<file path="src/rtl/controlador_matriz_seta.sv">
// Column-scan controller for the 5x7 elevator direction matrix (up, down, idle, blank).
// Define ANIMACAO_EN to scroll the arrow rows once every QUADROS_PASSO frames.
module controlador_matriz_seta #(
   parameter int unsigned CICLOS_COLUNA = 50000,
   parameter int unsigned CICLOS_PAUSA  = 500,
   parameter int unsigned QUADROS_PASSO = 8
) (
   input  logic       clk,
   input  logic       rst_n,
   input  logic       habilita,
   input  logic [1:0] simbolo,
   output logic [4:0] colunas,
   output logic [6:0] linhas,
   output logic       fim_quadro
);

   localparam int unsigned MAX_CONT = (CICLOS_COLUNA > CICLOS_PAUSA) ? CICLOS_COLUNA : CICLOS_PAUSA;
   localparam int unsigned CNT_W    = (MAX_CONT > 1) ? $clog2(MAX_CONT) : 1;
   localparam logic [CNT_W-1:0] ULT_COL   = CNT_W'(CICLOS_COLUNA - 1);
   localparam logic [CNT_W-1:0] ULT_PAUSA = (CICLOS_PAUSA == 0) ? '0 : CNT_W'(CICLOS_PAUSA - 1);

   typedef enum logic [1:0] {APAGADO, VARRE, PAUSA} estado_t;

   estado_t          estado;
   logic [CNT_W-1:0] cont;
   logic [2:0]       k;
   logic [1:0]       sym_lat;

   logic       fim_col, fim_pausa, avanca, fim_de_quadro;
   logic [2:0] k_prox;
   logic [1:0] sym_prox;
   logic [2:0] off_prox;
   logic [6:0] linhas_prox;
   logic [2:0] offset, offset_quadro;

   // Static active-low pattern, then rotated by the animation offset (arrows only).
   function automatic logic [6:0] padrao(input logic [1:0] sym, input logic [2:0] col,
                                         input logic [2:0] off);
      logic [6:0] p;
      case (sym)
         2'b01:   p = (col == 3'd2) ? 7'b0000000 :
                      (col == 3'd1 || col == 3'd3) ? 7'b1111001 : 7'b1111011;
         2'b10:   p = (col == 3'd2) ? 7'b0000000 :
                      (col == 3'd1 || col == 3'd3) ? 7'b1001111 : 7'b1101111;
         2'b11:   p = 7'b1110111;
         default: p = 7'b1111111;
      endcase
      for (int unsigned i = 0; i < 6; i++) begin
         if (i < 32'(off)) begin
            if (sym == 2'b01)      p = {p[0], p[6:1]};
            else if (sym == 2'b10) p = {p[5:0], p[6]};
         end
      end
      return p;
   endfunction

   always_comb begin
      fim_col       = (estado == VARRE) && (cont == ULT_COL);
      fim_pausa     = (estado == PAUSA) && (cont == ULT_PAUSA);
      avanca        = habilita && (fim_pausa || (fim_col && (CICLOS_PAUSA == 0)));
      fim_de_quadro = (k == 3'd4);
      k_prox        = k + 3'd1;
      sym_prox      = sym_lat;
      off_prox      = offset;
      if (fim_de_quadro) begin
         k_prox   = '0;
         sym_prox = simbolo;
         off_prox = offset_quadro;
      end
      linhas_prox = padrao(sym_prox, k_prox, off_prox);
   end

`ifdef ANIMACAO_EN
   localparam int unsigned QD_W = (QUADROS_PASSO > 1) ? $clog2(QUADROS_PASSO) : 1;
   localparam logic [QD_W-1:0] ULT_QD = QD_W'(QUADROS_PASSO - 1);

   logic [QD_W-1:0] cont_quadro, cont_quadro_prox;

   // Offset for the frame about to start; a new symbol restarts the animation.
   always_comb begin
      offset_quadro    = offset;
      cont_quadro_prox = cont_quadro + 1'b1;
      if (simbolo != sym_lat) begin
         offset_quadro    = '0;
         cont_quadro_prox = '0;
      end else if (cont_quadro == ULT_QD) begin
         cont_quadro_prox = '0;
         offset_quadro    = (offset == 3'd6) ? '0 : offset + 3'd1;
      end
   end

   always_ff @(posedge clk or negedge rst_n) begin
      if (!rst_n) begin
         offset      <= '0;
         cont_quadro <= '0;
      end else if (!habilita || estado == APAGADO) begin
         offset      <= '0;
         cont_quadro <= '0;
      end else if (avanca && fim_de_quadro) begin
         offset      <= offset_quadro;
         cont_quadro <= cont_quadro_prox;
      end
   end
`else
   assign offset        = '0;
   assign offset_quadro = '0;
`endif

   always_ff @(posedge clk or negedge rst_n) begin
      if (!rst_n) begin
         estado     <= APAGADO;
         cont       <= '0;
         k          <= '0;
         sym_lat    <= '0;
         colunas    <= '0;
         linhas     <= '1;
         fim_quadro <= 1'b0;
      end else begin
         fim_quadro <= 1'b0;
         if (!habilita) begin
            estado  <= APAGADO;
            cont    <= '0;
            k       <= '0;
            colunas <= '0;
            linhas  <= '1;
         end else begin
            case (estado)
               APAGADO: begin
                  estado  <= VARRE;
                  cont    <= '0;
                  k       <= '0;
                  sym_lat <= simbolo;
                  colunas <= 5'b00001;
                  linhas  <= padrao(simbolo, 3'd0, 3'd0);
               end
               VARRE, PAUSA: begin
                  if (avanca) begin
                     estado     <= VARRE;
                     cont       <= '0;
                     k          <= k_prox;
                     sym_lat    <= sym_prox;
                     colunas    <= 5'b00001 << k_prox;
                     linhas     <= linhas_prox;
                     fim_quadro <= fim_de_quadro;
                  end else if (fim_col) begin
                     estado  <= PAUSA;
                     cont    <= '0;
                     colunas <= '0;
                     linhas  <= '1;
                  end else begin
                     cont <= cont + 1'b1;
                  end
               end
               default: begin
                  estado  <= APAGADO;
                  colunas <= '0;
                  linhas  <= '1;
               end
            endcase
         end
      end
   end

endmodule

</file>
<file path="config.mk">
export PLATFORM = sky130hd
export DESIGN_NAME = controlador_matriz_seta
export DESIGN_NICKNAME = d
export VERILOG_FILES = /design/src/rtl/controlador_matriz_seta.sv
export SDC_FILE = /design/constraint.sdc
export NUM_CORES = 1
export LEC_CHECK = 0
export CORE_ASPECT_RATIO = 1.25
export CORE_UTILIZATION = 42
export DETAILED_ROUTE_END_ITERATION = 8
export PLACE_DENSITY = 0.63
export RECOVER_POWER = 25
export SLEW_MARGIN = 30
export SYNTH_ARGS = -nofsm -noshare
export SYNTH_HDL_FRONTEND = slang
export SYNTH_SLANG_ARGS = --single-unit
export TNS_END_PERCENT = 50
</file>
<file path="constraint.sdc">
create_clock -name clk -period 2.67 [get_ports clk]
set_input_delay 0.6675 -clock clk [delete_from_list [all_inputs] [get_ports clk]]
set_output_delay 0.6675 -clock clk [all_outputs]
set_load 0.03 [all_outputs]
</file>
==> metrics.md, run 1 <==
| Metric | Value |
|---|---|
| Hold crit path type | flop to flop |
| Num rows | 28 |
| CTS root buf | clkbuf_8 |
| Clk buf depth | 2 |
| Peak VDD IR | 0.284 mV |
| Yosys top cell area share | 35.3% |
| Leak | 0.000939 uW |
| Routed Wire Length | 4330 microns |
| IO Count | 18 |
| Clock tree sinks | 35 |
| RePlAce Congestion | 0.858 |
| Yosys cell types | 52 |
| First-pass GRT wire length | 7650 microns |
| Cell with the most instances after synthesis | dfrtp_1 |
| Max Fclk | 415 MHz |
| Final hold vios | 0 |
| CTS H-tree depth | 2 |
| # hold bufs at CTS | 0 |
| Top post-synthesis cells by area | dfrtp_1 35%, dfstp_2 7.7%, ha_1 5.5%, nor2_1 4.9%, nand2_1 4.4% |
| Vias | 1620 |
| Period Utilization, post-route | 90.3% |
| CTS Buf Count | 5 |
| Antenna violations before repair | 0 |
| Max-cap violations | 1 |
| Vias per cell | 5.36 |
| Number of buffers added on ports | 17 |
| CTS tree | done |
| Core area | 0.00473 sq mm |
| Clk_lat worst skew | 0.29 ns |
| Final nets | 255 |
| Yosys warning count | 0 |
| Setup Buffers After CTS | 0 |
| Post-DP HPWL | 3280 microns |
| Tightest Pin Transition | 1.85 ns |
| Layout cells sized above 1 | 12.8% |
| Pin count of the biggest net entering global routing | 36 |
| Main synth FF type | dfrtp_1 |
| Relative slew slack | -23.1% |
| Min Hold Slack | 0.486 ns |
| Worst Path Max Fanout | 7 |
| Yosys reg bits | 35 |
| Drt wl/cell | 14.3 microns |
| Synthesized net count | 234 |
| Core Util, Final | 50.3% |
| Critical setup path kind | flop to flop |
| Remaining antenna violation count | 0 |
| Hold Path Depth | 2 |
| DR DRC count | 0 |
| Synth top cells by count | 29 x dfrtp_1, 27 x nor2_1, 24 x nand2_1 |
| RSZ-0062 raised after global routing | no |
| CP arrival | 2.59 ns |
| Critical Path RT | 2.85 ns |
| Reg2Reg Depth | 8 |
| GRT Util Overall | 19.4% |
| Cell Area, Synth | 0.00206 sq mm |
| Reg clk slew, reported paths | 0.07 ns |
| Final setup vio count | 0 |
| Yosys top cell by area | dfrtp_1 |
| Die Width | 64.6 microns |
| Pwr dens | 515 mW/mm^2 |
| Violated checks | max-capacitance violations, max-slew violations |
| Status | finished, violations left |
| N_diodes | 0 |
| Die H | 80.2 microns |
| Number of global-route vias before repair | 1660 |
| Post-synthesis sequential area ratio | 43.0% |
| Mapped Avg Cell Area | 9.34 sq um |
| Area grow syn2layout | 15.6% |
| Total grt overflow | 0 |
| Post-synth EDFFs | 0 |
| Resized cells post-CTS | 0 |
| Post-Syn Instances | 220 |
| Setup Skew | 0.00791 ns |
| Async set or reset register ratio after synthesis | 100% |
| Pre-antenna DRT Iters | 4 |
| Initial core utilization | 43.5% |
| Die area | 0.00518 sq mm |
| Final TNS setup | 0 ns |
| DRT iter0 DRCs | 58 |
| Setup crit end kind | flop |
| Fin. max-slew vios | 36 |
| Minimum clock period | 2.41 ns |
| Crit path launch type | flop |
-- area by class of cell --
type	instances	area, sq um
fill	464	2350
multi-input combinational	165	1080
sequential	35	883
timing repair buffer	26	231
clock buffer	7	76.3
tap	60	75.1
inverter	8	30.0
clock inverter	1	5.00
-- layout by cell type, fill, tap and decap left out, types with 2 or more instances in the layout --
cell             count
clkbuf_1             3
nand4_1              5
buf_4                9
mux2i_1              3
xnor2_1              4
nand2_1             24
a41oi_1              2
inv_1                8
dfstp_2              6
clkdlybuf4s50_1     16
mux2_4               2
clkbuf_8             5
a21oi_1              8
nor3_1               3
ha_1                 9
dfrtp_1             29
nor2b_1              2
o21ai_0              4
nor3b_1              4
nand2b_1             6
o31ai_1              4
nand3_1              8
o22ai_1              2
a31oi_1              6
o211ai_1             2
a22o_1               2
xor2_1               8
o21ai_1              8
nor2_1              27
-- metal layers --
metal	global-route usage (%)	vias to the layer above	routed length, microns
li1	-	812	-
met1	21.8	778	1890
met2	34.8	25	2270
met3	4.55	5	114
met4	7.78	0	61
met5	0	-	0
-- power breakdown --
part / total (uW) / leakage, uW / switching (uW) / internal, uW
registers: 597 / 0.000460 / 27.7 / 569
logic: 259 / 0.000436 / 150 / 109
clock network: 369 / 0.0000422 / 186 / 183
total: 1220 / 0.000939 / 364 / 861
-- sequential cells by signal (all words and copies together), names as in the netlist --
signal,count
cont,16
linhas,6
colunas,5
k,3
estado,2
sym_lat,2
fim_quadro,1
-- critical path: stages, from the launching register on --
cell,delay [ns]
dfrtp_1,0.40
inv_1,0.11
ha_1,0.14
or4b_4,0.46
nor4_4,0.40
buf_4,0.23
a31o_1,0.14
nand2_1,0.10
mux2_4,0.32
-- per-stage QoR --
stage                     power [uW]  std cells  cell area, sq um  worst slack (ns)
after floorplan                  780        220              2060             0.536
after global placement           866        294              2300             0.248
after detailed placement         868        294              2300             0.235
after CTS                       1240        302              2380             0.222
after global routing            1290        302              2380            0.0413
final                           1220        302              2380             0.260
-- cells by family after synthesis --
group	Yosys count	share of synthesized area, %
fa+ha+maj	9	5.48
xor+xnor	12	5.11
simple gates	96	25.6
mux	5	2.92
flops	35	43.0
compound gates	43	13.3
buf+inv	20	4.69
-- final timing paths --
| kind | from | to | slack, ns |
|---|---|---|---|
| worst min-delay path | colunas[0] | colunas[0] | 0.49 |
| worst max-delay path | estado[0] | sym_lat[0] | 0.26 |
| max in group asynchronous | rst_n | cont[4] | 0.73 |
| min in group asynchronous | rst_n | k[1] | 0.88 |
| worst max register to register | estado[0] | sym_lat[0] | 0.26 |
| worst min register to register | colunas[0] | colunas[0] | 0.49 |
No activity file was read; power rests on OpenSTA's default activity.
==> run 2: changes to the inputs <==
--- a/config.mk
+++ b/config.mk
@@ -6,9 +6,9 @@
 export NUM_CORES = 1
 export LEC_CHECK = 0
 export CORE_ASPECT_RATIO = 1.25
-export CORE_UTILIZATION = 42
+export CORE_UTILIZATION = 40
 export DETAILED_ROUTE_END_ITERATION = 8
-export PLACE_DENSITY = 0.63
+export PLACE_DENSITY_LB_ADDON = 0.12
 export RECOVER_POWER = 25
 export SLEW_MARGIN = 30
 export SYNTH_ARGS = -nofsm -noshare
==> run 2 against run 1 <==
  * The run still ends with max-capacitance violations, max-slew violations left
  * Worst setup slack lost 0.0018 ns
  * Routed wire length grew 3.8%
  * Critical endpoint is now cont[8]
  * Register-to-register slack is essentially flat
  * Clock-buffer cell count is the same
==> metrics.md, run 2 (synthesis results as in run 1) <==
| Metric | Value |
|---|---|
| Pre-CTS WS | 0.163 ns |
| Antenna violations before repair | 0 |
| Resized cells post-CTS | 0 |
| Area grow syn2layout | 15.3% |
| Hold Crit Start | colunas[0] |
| Initial core utilization | 42.5% |
| Die area | 0.00543 sq mm |
| Setup crit end kind | flop |
| Fin. max-slew vios | 36 |
| Remaining antenna violation count | 0 |
| Vias | 1632 |
| DRT iter0 DRCs | 51 |
| Vias per cell | 5.42 |
| Min Hold Slack | 0.495 ns |
| RePlAce Congestion | 0.841 |
| Worst path top cell family by delay | simple AND/OR/NAND/NOR gates |
| Crit path from | estado[0] |
| Number of buffers added on ports | 17 |
| Die Width | 66.1 microns |
| RSZ-0062 raised after global routing | no |
| Clock tree sinks | 35 |
| Relative slew slack | -25.0% |
| Number of global-route vias before repair | 1538 |
| Status | finished, violations left |
| Crit path launch type | flop |
| Critical setup path kind | flop to flop |
| Minimum clock period | 2.41 ns |
| CTS Buf Count | 5 |
| CTS H-tree depth | 2 |
| CTS tree | done |
| Final std cells w/o fill | 301 |
| Layout cells sized above 1 | 12.4% |
| Tightest Pin Transition | 1.88 ns |
| Num rows | 28 |
| Setup Buffers After CTS | 0 |
| Critical Path RT | 2.82 ns |
| Post-DP HPWL | 3300 microns |
| Reg2Reg Launch Point | estado[0] |
| Core area | 0.00483 sq mm |
| Most frequent cells in the layout | 29 x dfrtp_1, 27 x nor2_1, 24 x nand2_1 |
| Leak | 0.000935 uW |
| WP buf/inv | 1 |
| Pin count of the biggest net entering global routing | 36 |
| Worst Path Max Fanout | 13 |
| # hold bufs at CTS | 0 |
| Max-cap violations | 1 |
| GRT Util Overall | 18.8% |
| Post-route cell area | 0.00237 sq mm |
| Die H | 82.2 microns |
| Post-route setup slack | 0.258 ns |
| Max Fclk | 415 MHz |
| Crit-path cells | inv_1 > ha_1 > or4b_4 > nor4_4 > nor3_2 > nor2_2 > o21ai_1 |
| First-pass GRT wire length | 7530 microns |
| Commonest non-fill, non-tap cell in the layout | dfrtp_1 |
| Clk buf depth | 2 |
| Total grt overflow | 0 |
| Reg clk slew, reported paths | 0.07 ns |
| CP arrival | 2.57 ns |
| Routed Wire Length | 4500 microns |
| IO Count | 18 |
| Pre-antenna DRT Iters | 5 |
| Violated checks | max-capacitance violations, max-slew violations |
| Final TNS setup | 0 ns |
| Hold crit path type | flop to flop |
| Critical-path top delay cell | nor4_4 |
| Period Utilization, post-route | 90.3% |
| CTS root buf | clkbuf_8 |
| Max FFs per register | 16 |
| Largest Register | cont |
| Critical path's largest stage delay | 0.48 ns |
| Biggest regs | cont x16, linhas x6, colunas x5 |
| DR DRC count | 0 |
| Final nets | 254 |
| Clk_lat worst skew | 0.29 ns |
| Drt wl/cell | 14.9 microns |
| Pwr dens | 518 mW/mm^2 |
| Placed insts | 293 |
| N_diodes | 0 |
| Final hold vios | 0 |
| Setup Skew | 0.00393 ns |
| Peak VDD IR | 0.320 mV |
| Final setup vio count | 0 |
| Placed standard-cell area | 0.00229 sq mm |
==> run 2: routing by layer <==
layer	wire, microns	vias to the layer above	global-route usage [%]
li1	-	808	-
met1	1950	802	22.4
met2	2380	16	33.1
met3	94	6	3.71
met4	74	0	7.66
met5	0	-	0
==> run 2: tightest hold or removal path, cell delays in order, from the launching register on <==
cell and delay [ns]:
dfrtp_1 0.35, nand2_1 0.05, o31ai_1 0.05
==> run 2: metrics by stage <==
step,total power (uW),util [%]
6_report,1230,49.0
5_1_grt,1300,49.0
3_5_place_dp,866,47.4
2_1_floorplan,780,-
3_3_place_gp,866,47.4
4_1_cts,1240,49.0
==> run 2: path summary, 6_finish.rpt <==
kind | to | slack, ns | depth (start not counted)
max | cont[8] | 0.26 | 7
min | colunas[0] | 0.49 | 2
max reg2reg | cont[8] | 0.26 | 7
min reg2reg | colunas[0] | 0.49 | 2
max in group asynchronous | colunas[3] | 0.70 | 1
min in group asynchronous | cont[11] | 0.89 | 1
==> run 2: cell type report <==
type,count,area (sq um)
timing repair buffer,25,224
inverter,8,30.0
multi-input combinational,165,1080
clock inverter,1,5.00
clock buffer,7,76.3
tap,60,75.1
sequential,35,883
fill,480,2460
==> run 2: power breakdown <==
| part | switching [uW] | total (uW) | internal (uW) |
|---|---|---|---|
| sequential | 28.0 | 597 | 569 |
| combinational | 151 | 257 | 106 |
| clock | 189 | 372 | 183 |
